===== config.mk =====
export PLATFORM = sky130hd
export DESIGN_NAME = led_matrix_scan_ctrl
export DESIGN_NICKNAME = d
export VERILOG_FILES = /design/src/rtl/led_matrix_scan_ctrl.sv
export SDC_FILE = /design/constraint.sdc
export NUM_CORES = 1
export LEC_CHECK = 0
export ABC_AREA = 1
export CAP_MARGIN = 20
export CELL_PAD_IN_SITES_DETAIL_PLACEMENT = 1
export CELL_PAD_IN_SITES_GLOBAL_PLACEMENT = 2
export CORE_AREA = 2 2 132 134
export DETAILED_ROUTE_END_ITERATION = 7
export DIE_AREA = 0 0 134 136
export PLACE_DENSITY = 0.84
export RECOVER_POWER = 50
export SYNTH_ARGS = -nofsm -noshare
export SYNTH_HDL_FRONTEND = slang
export SYNTH_SLANG_ARGS = --single-unit

===== constraint.sdc =====
create_clock -name clk -period 3.53 [get_ports clk]
set_clock_uncertainty 0.15 [all_clocks]
set_input_delay 0.353 -clock clk [delete_from_list [all_inputs] [get_ports clk]]
set_output_delay 0.353 -clock clk [all_outputs]
set_load 0.05 [all_outputs]

===== src/rtl/led_matrix_scan_ctrl.sv =====
// Column-multiplexed scan controller for the 5x7 game-board LED matrix.
// One column is strobed per slot; each slot opens with a short all-off
// blanking window so the previous column's rows never ghost into the next.
// Column patterns and the blink mask are latched once per frame so the
// picture never tears, and a slow blink phase hides masked pixels.
module led_matrix_scan_ctrl #(
  parameter int SCAN_DIV       = 10000,
  parameter int BLANK_CYCLES   = 16,
  parameter int BLINK_FRAMES   = 50,
  parameter bit COL_ACTIVE_LOW = 1'b1
) (
  input  logic        clk,
  input  logic        reset,
  input  logic        enable,
  input  logic [6:0]  col1_in,
  input  logic [6:0]  col2_in,
  input  logic [6:0]  col3_in,
  input  logic [6:0]  col4_in,
  input  logic [6:0]  col5_in,
  input  logic [34:0] blink_mask,
  output logic [4:0]  col_sel,
  output logic [6:0]  row_out,
  output logic        frame_start,
  output logic        blink_phase
);

  localparam int DIV_W      = (SCAN_DIV > 1) ? $clog2(SCAN_DIV) : 1;
  localparam int FC_W       = (BLINK_FRAMES > 1) ? $clog2(BLINK_FRAMES) : 1;
  localparam int DIV_LAST_I = SCAN_DIV - 1;
  localparam int FC_LAST_I  = BLINK_FRAMES - 1;

  localparam logic [DIV_W-1:0] DIV_LAST  = DIV_LAST_I[DIV_W-1:0];
  localparam logic [DIV_W-1:0] BLANK_LIM = BLANK_CYCLES[DIV_W-1:0];
  localparam logic [FC_W-1:0]  FC_LAST   = FC_LAST_I[FC_W-1:0];
  localparam logic [2:0]       COL_LAST  = 3'd4;
  // Strobe value with no column enabled; XOR with a one-hot gives the
  // correctly polarised strobe for either column driver type.
  localparam logic [4:0]       COL_OFF   = COL_ACTIVE_LOW ? 5'b11111 : 5'b00000;

  typedef enum logic [1:0] {
    IDLE  = 2'd0,
    BLANK = 2'd1,
    DRIVE = 2'd2
  } state_t;

  state_t            state_reg, state_next;
  logic [DIV_W-1:0]  div_cnt_reg, div_cnt_next;
  logic [2:0]        col_idx_reg, col_idx_next;
  logic [FC_W-1:0]   frame_cnt_reg, frame_cnt_next;
  logic              blink_phase_reg, blink_phase_next;

  // frame_event: a frame-start cycle (shadows reload, pulse emitted).
  // frame_done: a frame actually completed (4->0 wrap); only these count
  // towards the blink period, a restart from IDLE closes no frame.
  logic              frame_event;
  logic              frame_done;

  logic [6:0]        col_in      [5];
  logic [6:0]        mask_in     [5];
  logic [6:0]        shadow_reg  [5];
  logic [6:0]        shadow_next [5];
  logic [6:0]        mask_reg    [5];
  logic [6:0]        mask_next   [5];

  logic [6:0]        sel_pat;
  logic [6:0]        sel_mask;
  logic [4:0]        col_active;
  logic [4:0]        col_sel_reg, col_sel_next;
  logic [6:0]        row_out_reg, row_out_next;
  logic              frame_start_reg, frame_start_next;

  assign col_in[0] = col1_in;
  assign col_in[1] = col2_in;
  assign col_in[2] = col3_in;
  assign col_in[3] = col4_in;
  assign col_in[4] = col5_in;

  // Next-state logic: slot/column sequencing and frame-start detection.
  always_comb begin
    state_next   = state_reg;
    div_cnt_next = div_cnt_reg;
    col_idx_next = col_idx_reg;
    frame_event  = 1'b0;
    frame_done   = 1'b0;
    if (!enable) begin
      // Disable wins over any wrap or frame start in the same cycle.
      state_next   = IDLE;
      div_cnt_next = '0;
      col_idx_next = '0;
    end else begin
      case (state_reg)
        IDLE: begin
          div_cnt_next = '0;
          col_idx_next = '0;
          frame_event  = 1'b1;
        end
        default: begin
          if (div_cnt_reg == DIV_LAST) begin
            div_cnt_next = '0;
            if (col_idx_reg == COL_LAST) begin
              col_idx_next = '0;
              frame_event  = 1'b1;
              frame_done   = 1'b1;
            end else begin
              col_idx_next = col_idx_reg + 3'd1;
            end
          end else begin
            div_cnt_next = div_cnt_reg + 1'b1;
          end
        end
      endcase
      // Blanking covers the first BLANK_CYCLES counts of every slot; with
      // zero blanking the compare is never true and BLANK is skipped.
      state_next = (div_cnt_next < BLANK_LIM) ? BLANK : DRIVE;
    end
  end

  // Blink timing: count completed frames, toggle the phase every period.
  always_comb begin
    frame_cnt_next   = frame_cnt_reg;
    blink_phase_next = blink_phase_reg;
    if (frame_done) begin
      if (frame_cnt_reg == FC_LAST) begin
        frame_cnt_next   = '0;
        blink_phase_next = ~blink_phase_reg;
      end else begin
        frame_cnt_next = frame_cnt_reg + 1'b1;
      end
    end
  end

  genvar gi;
  generate
    for (gi = 0; gi < 5; gi++) begin : g_col
      assign mask_in[gi]     = blink_mask[7*gi +: 7];
      assign shadow_next[gi] = frame_event ? col_in[gi]  : shadow_reg[gi];
      assign mask_next[gi]   = frame_event ? mask_in[gi] : mask_reg[gi];
      assign col_active[gi]  = (state_next == DRIVE) && (col_idx_next == 3'(gi));

      // Frame-synchronous copy of this column's pattern and blink mask.
      always_ff @(posedge clk or negedge reset) begin
        if (!reset) begin
          shadow_reg[gi] <= '0;
          mask_reg[gi]   <= '0;
        end else begin
          shadow_reg[gi] <= shadow_next[gi];
          mask_reg[gi]   <= mask_next[gi];
        end
      end
    end
  endgenerate

  // Pick the pattern and mask of the column about to be driven.
  always_comb begin
    sel_pat  = '0;
    sel_mask = '0;
    for (int i = 0; i < 5; i++) begin
      if (col_idx_next == 3'(i)) begin
        sel_pat  = shadow_next[i];
        sel_mask = mask_next[i];
      end
    end
  end

  // Output decode from next-state values so the registered outputs line up
  // with the state of the same cycle. Masked pixels go dark in phase 0.
  always_comb begin
    col_sel_next     = col_active ^ COL_OFF;
    row_out_next     = '0;
    frame_start_next = frame_event;
    if (state_next == DRIVE) begin
      row_out_next = sel_pat & ~(sel_mask & {7{~blink_phase_next}});
    end
  end

  // Scan state, slot counter and column index.
  always_ff @(posedge clk or negedge reset) begin
    if (!reset) begin
      state_reg   <= IDLE;
      div_cnt_reg <= '0;
      col_idx_reg <= '0;
    end else begin
      state_reg   <= state_next;
      div_cnt_reg <= div_cnt_next;
      col_idx_reg <= col_idx_next;
    end
  end

  // Frame counter and blink phase; these survive an enable drop.
  always_ff @(posedge clk or negedge reset) begin
    if (!reset) begin
      frame_cnt_reg   <= '0;
      blink_phase_reg <= 1'b1;
    end else begin
      frame_cnt_reg   <= frame_cnt_next;
      blink_phase_reg <= blink_phase_next;
    end
  end

  // Registered matrix drive outputs.
  always_ff @(posedge clk or negedge reset) begin
    if (!reset) begin
      col_sel_reg     <= COL_OFF;
      row_out_reg     <= '0;
      frame_start_reg <= 1'b0;
    end else begin
      col_sel_reg     <= col_sel_next;
      row_out_reg     <= row_out_next;
      frame_start_reg <= frame_start_next;
    end
  end

  assign col_sel     = col_sel_reg;
  assign row_out     = row_out_reg;
  assign frame_start = frame_start_reg;
  assign blink_phase = blink_phase_reg;

endmodule


==> reports/qor.yml <==
dieHeight_um: 136
cts.path.max_buffers: 2
grt_antenna_before_repair: 0
path_max_fanout: 44
drc: 0
dr.pass1.iters: 6
areaGrowthSynthToFinish_pct: 24.44
htreeDepth: 3
initial_core_util_pct: 32.16
crit_buf_inv: 2
max_stage_delay_ps: 380
drv_slew: 67
ant_nets: 0
grt-ovfl-total: 0
instances_no_fill: 1010
worstPathArrival_ps: 3040
critical-path-top-delay-family: "simple AND/OR/NAND/NOR gates"
cts.repair.resized: 0
cp.required_ps: 3660
clock-sinks: 109
hold_violations: 0
criticalPathCategory: "flop to flop"
crit_slowest_cell: "dfrtp_1"
worst-path-stages: 16
grt_util_all_layers_pct: 18.56
startpoint_type: "flop"
synth_cells: 696
post_cts_buffers: 0
seqPwrFrac_pct: 50.5
grt_busiest_layer: "met2"
drt_iter0_markers: 263
intPower_uw: 2006
crit_path_end_kind: "flop"
grt_pass1_vias: 5146
rsz0062_at_grt: "no"
clk_pin_slew_worst_paths_ps: 80
grt_max_degree: 67
fin_util_pct: 40.02
syn_area_per_cell_um2: 7.798
hold_path_class: "flop to flop"
use_met3_pct: 3.766
die_w_um: 134
gp_congestion: 0.8215
synth_warnings: 0
p_sw_share_pct: 26.83
power.share.combinational_pct: 14.1
io_buffers: 86
syn_nets: 774
ioPinCount: 87
max-slew-margin-rel_pct: -13.78
worst_pin_slew_ps: 1707
dieArea_mm2: 0.01822
outcome: "finished, violations left"
cts_made_buffers: 9
yosys.cell_types.count: 35
holdPathStages: 2
synth.largest_area_cell: "dfrtp_1"
fin_crit_ps: 2909
placed_cells: 993
violations: "capacitance limit, slew limit"
cp_common_cell: "nand2_1"
leakagePower_uw: 0.003470
ys_seq_elements: 109
vias: 4708
fin_setup_tns_ps: 0
grt_util_met1_pct: 23.33
netlist_area_mm2: 0.005428
peakVddDrop_v: 0.0002321
wl_mm: 15.63
clkPwrFrac_pct: 35.4
cts_hold_buf: 1
rows: 48
drive_above_1_share_pct: 8.280
layout.nets: 858
cts_tree: "built"
core_mm2: 0.01688
cts_root_buffer: "clkbuf_16"
grt_pass1_wl_mm: 26.48
wl_per_cell_um: 15.48
cap_violations: 1
synth.area.top_cells: "dfrtp_1 (47%), nand2_1 (22%), nand3_1 (4.1%), inv_1 (3.6%), dfstp_2 (2.9%)"
viasPerCell: 4.661
max_freq_mhz: 343.8
synth_top_area_share_pct: 47.49
critical_path.cell_chain: "ha_1 -> nand3_1 -> nor2_8 -> nand3_4 -> nand2_2 -> nand2_4 -> inv_2 -> buf_12 -> nand2_1 -> nand2_1 -> nand2_1 -> nand2_1 -> nand2_1 -> nand2_1 -> nand2_1 -> a21oi_1"
clk_latency_ps: 360
powerDensity_mw_per_mm2: 405.9
period_share_pct: 82.41
grt_util_met2_pct: 33.76
dp_hpwl_mm: 11.60
switchingPower_uw: 735.5
setup_viol: 0
diodes: 0
reg2reg_depth: 16
ys_seq_area_share_pct: 50.39
[metal layers]
metal | share of wire, % | wire (um)
met2 | 51 | 8025
met1 | 45 | 7055
met5 | 0 | 0
met4 | 0.56 | 87
met3 | 2.9 | 461
[tightest hold or removal path, delay by kind of cell (launching register included)]
kind	cells	cell delay [ps]
flops	1	330
simple gates	2	120
[placed cells by master (no fill, tap or decap), drive strengths merged, types with 3 or more instances in the layout]
master | Yosys | layout
a21oi | 16 | 16
nor3b | 3 | 3
nand2 | 338 | 338
nand3 | 48 | 48
clkinv | 0 | 3
nand3b | 14 | 14
inv | 63 | 65
ha | 5 | 5
clkdlybuf4s50 | 0 | 85
nor3 | 4 | 4
nor2 | 48 | 48
nand4 | 5 | 5
dfstp | 6 | 6
clkbuf | 6 | 14
o21ai | 10 | 10
dfrtp | 103 | 103
buf | 15 | 5
a31oi | 6 | 6
[synth_stat cells, drive strengths merged]
library cell,n
a21oi,16
a31oi,6
and2,1
and3,1
buf,15
clkbuf,6
dfrtp,103
dfstp,6
ha,5
inv,63
nand2,338
nand3,48
nand3b,14
nand4,5
nor2,48
nor3,4
nor3b,3
o21a,1
o21ai,10
o22ai,1
or2,1
xor2,1
[metrics by stage]
step | cell area, um2 | setup slack [ps] | hold slack (ps) | total power [uW]
after floorplan | 5428 | 1333 | -92.59 | 1616
after global placement | 6495 | 792.6 | 293.4 | 1785
after detailed placement | 6495 | 676.5 | 315.0 | 1802
after CTS | 6782 | 654.7 | 334.5 | 2795
after global routing | 6754 | 301.0 | 355.8 | 2900
final | 6754 | 621.0 | 332.0 | 2742
[cells by family after synthesis]
kind of cell	after synthesis	share of synthesized area [%]
simple gates	463	37.64
flops	109	50.39
buf+inv	84	6.893
compound gates	34	3.412
fa+ha+maj	5	1.153
xor+xnor	1	0.5072
[final timing paths]
check                          startpoint            to  slack, ps
setup / recovery           div_cnt_reg[0]    row_out[0]        620
hold / removal               mask_reg[17]  mask_reg[17]        330
setup reg to reg           div_cnt_reg[0]    row_out[0]        620
hold reg to reg              mask_reg[17]  mask_reg[17]        330
max in group asynchronous           reset  mask_reg[33]        990
min in group asynchronous           reset  mask_reg[28]        830
[power by group through the flow]
stage / clock (uW) / combinational [uW] / sequential [uW]
floorplan: 0 / 215 / 1400
global placement: 0 / 381 / 1400
detailed placement: 0 / 393 / 1410
CTS: 1010 / 397 / 1390
global route: 1060 / 447 / 1390
finish: 971 / 386 / 1380
[final cells by class]
class / count / area [um2]
Clock inverter: 5 / 43.79
Clock buffer: 11 / 232.7
Fill cell: 2052 / 10120
Timing Repair Buffer: 94 / 925.9
Inverter: 63 / 236.5
Sequential cell: 109 / 2735
Multi-Input combinational cell: 503 / 2298
Tap cell: 225 / 281.5
Note: power is estimated with default switching activity, not from simulation.
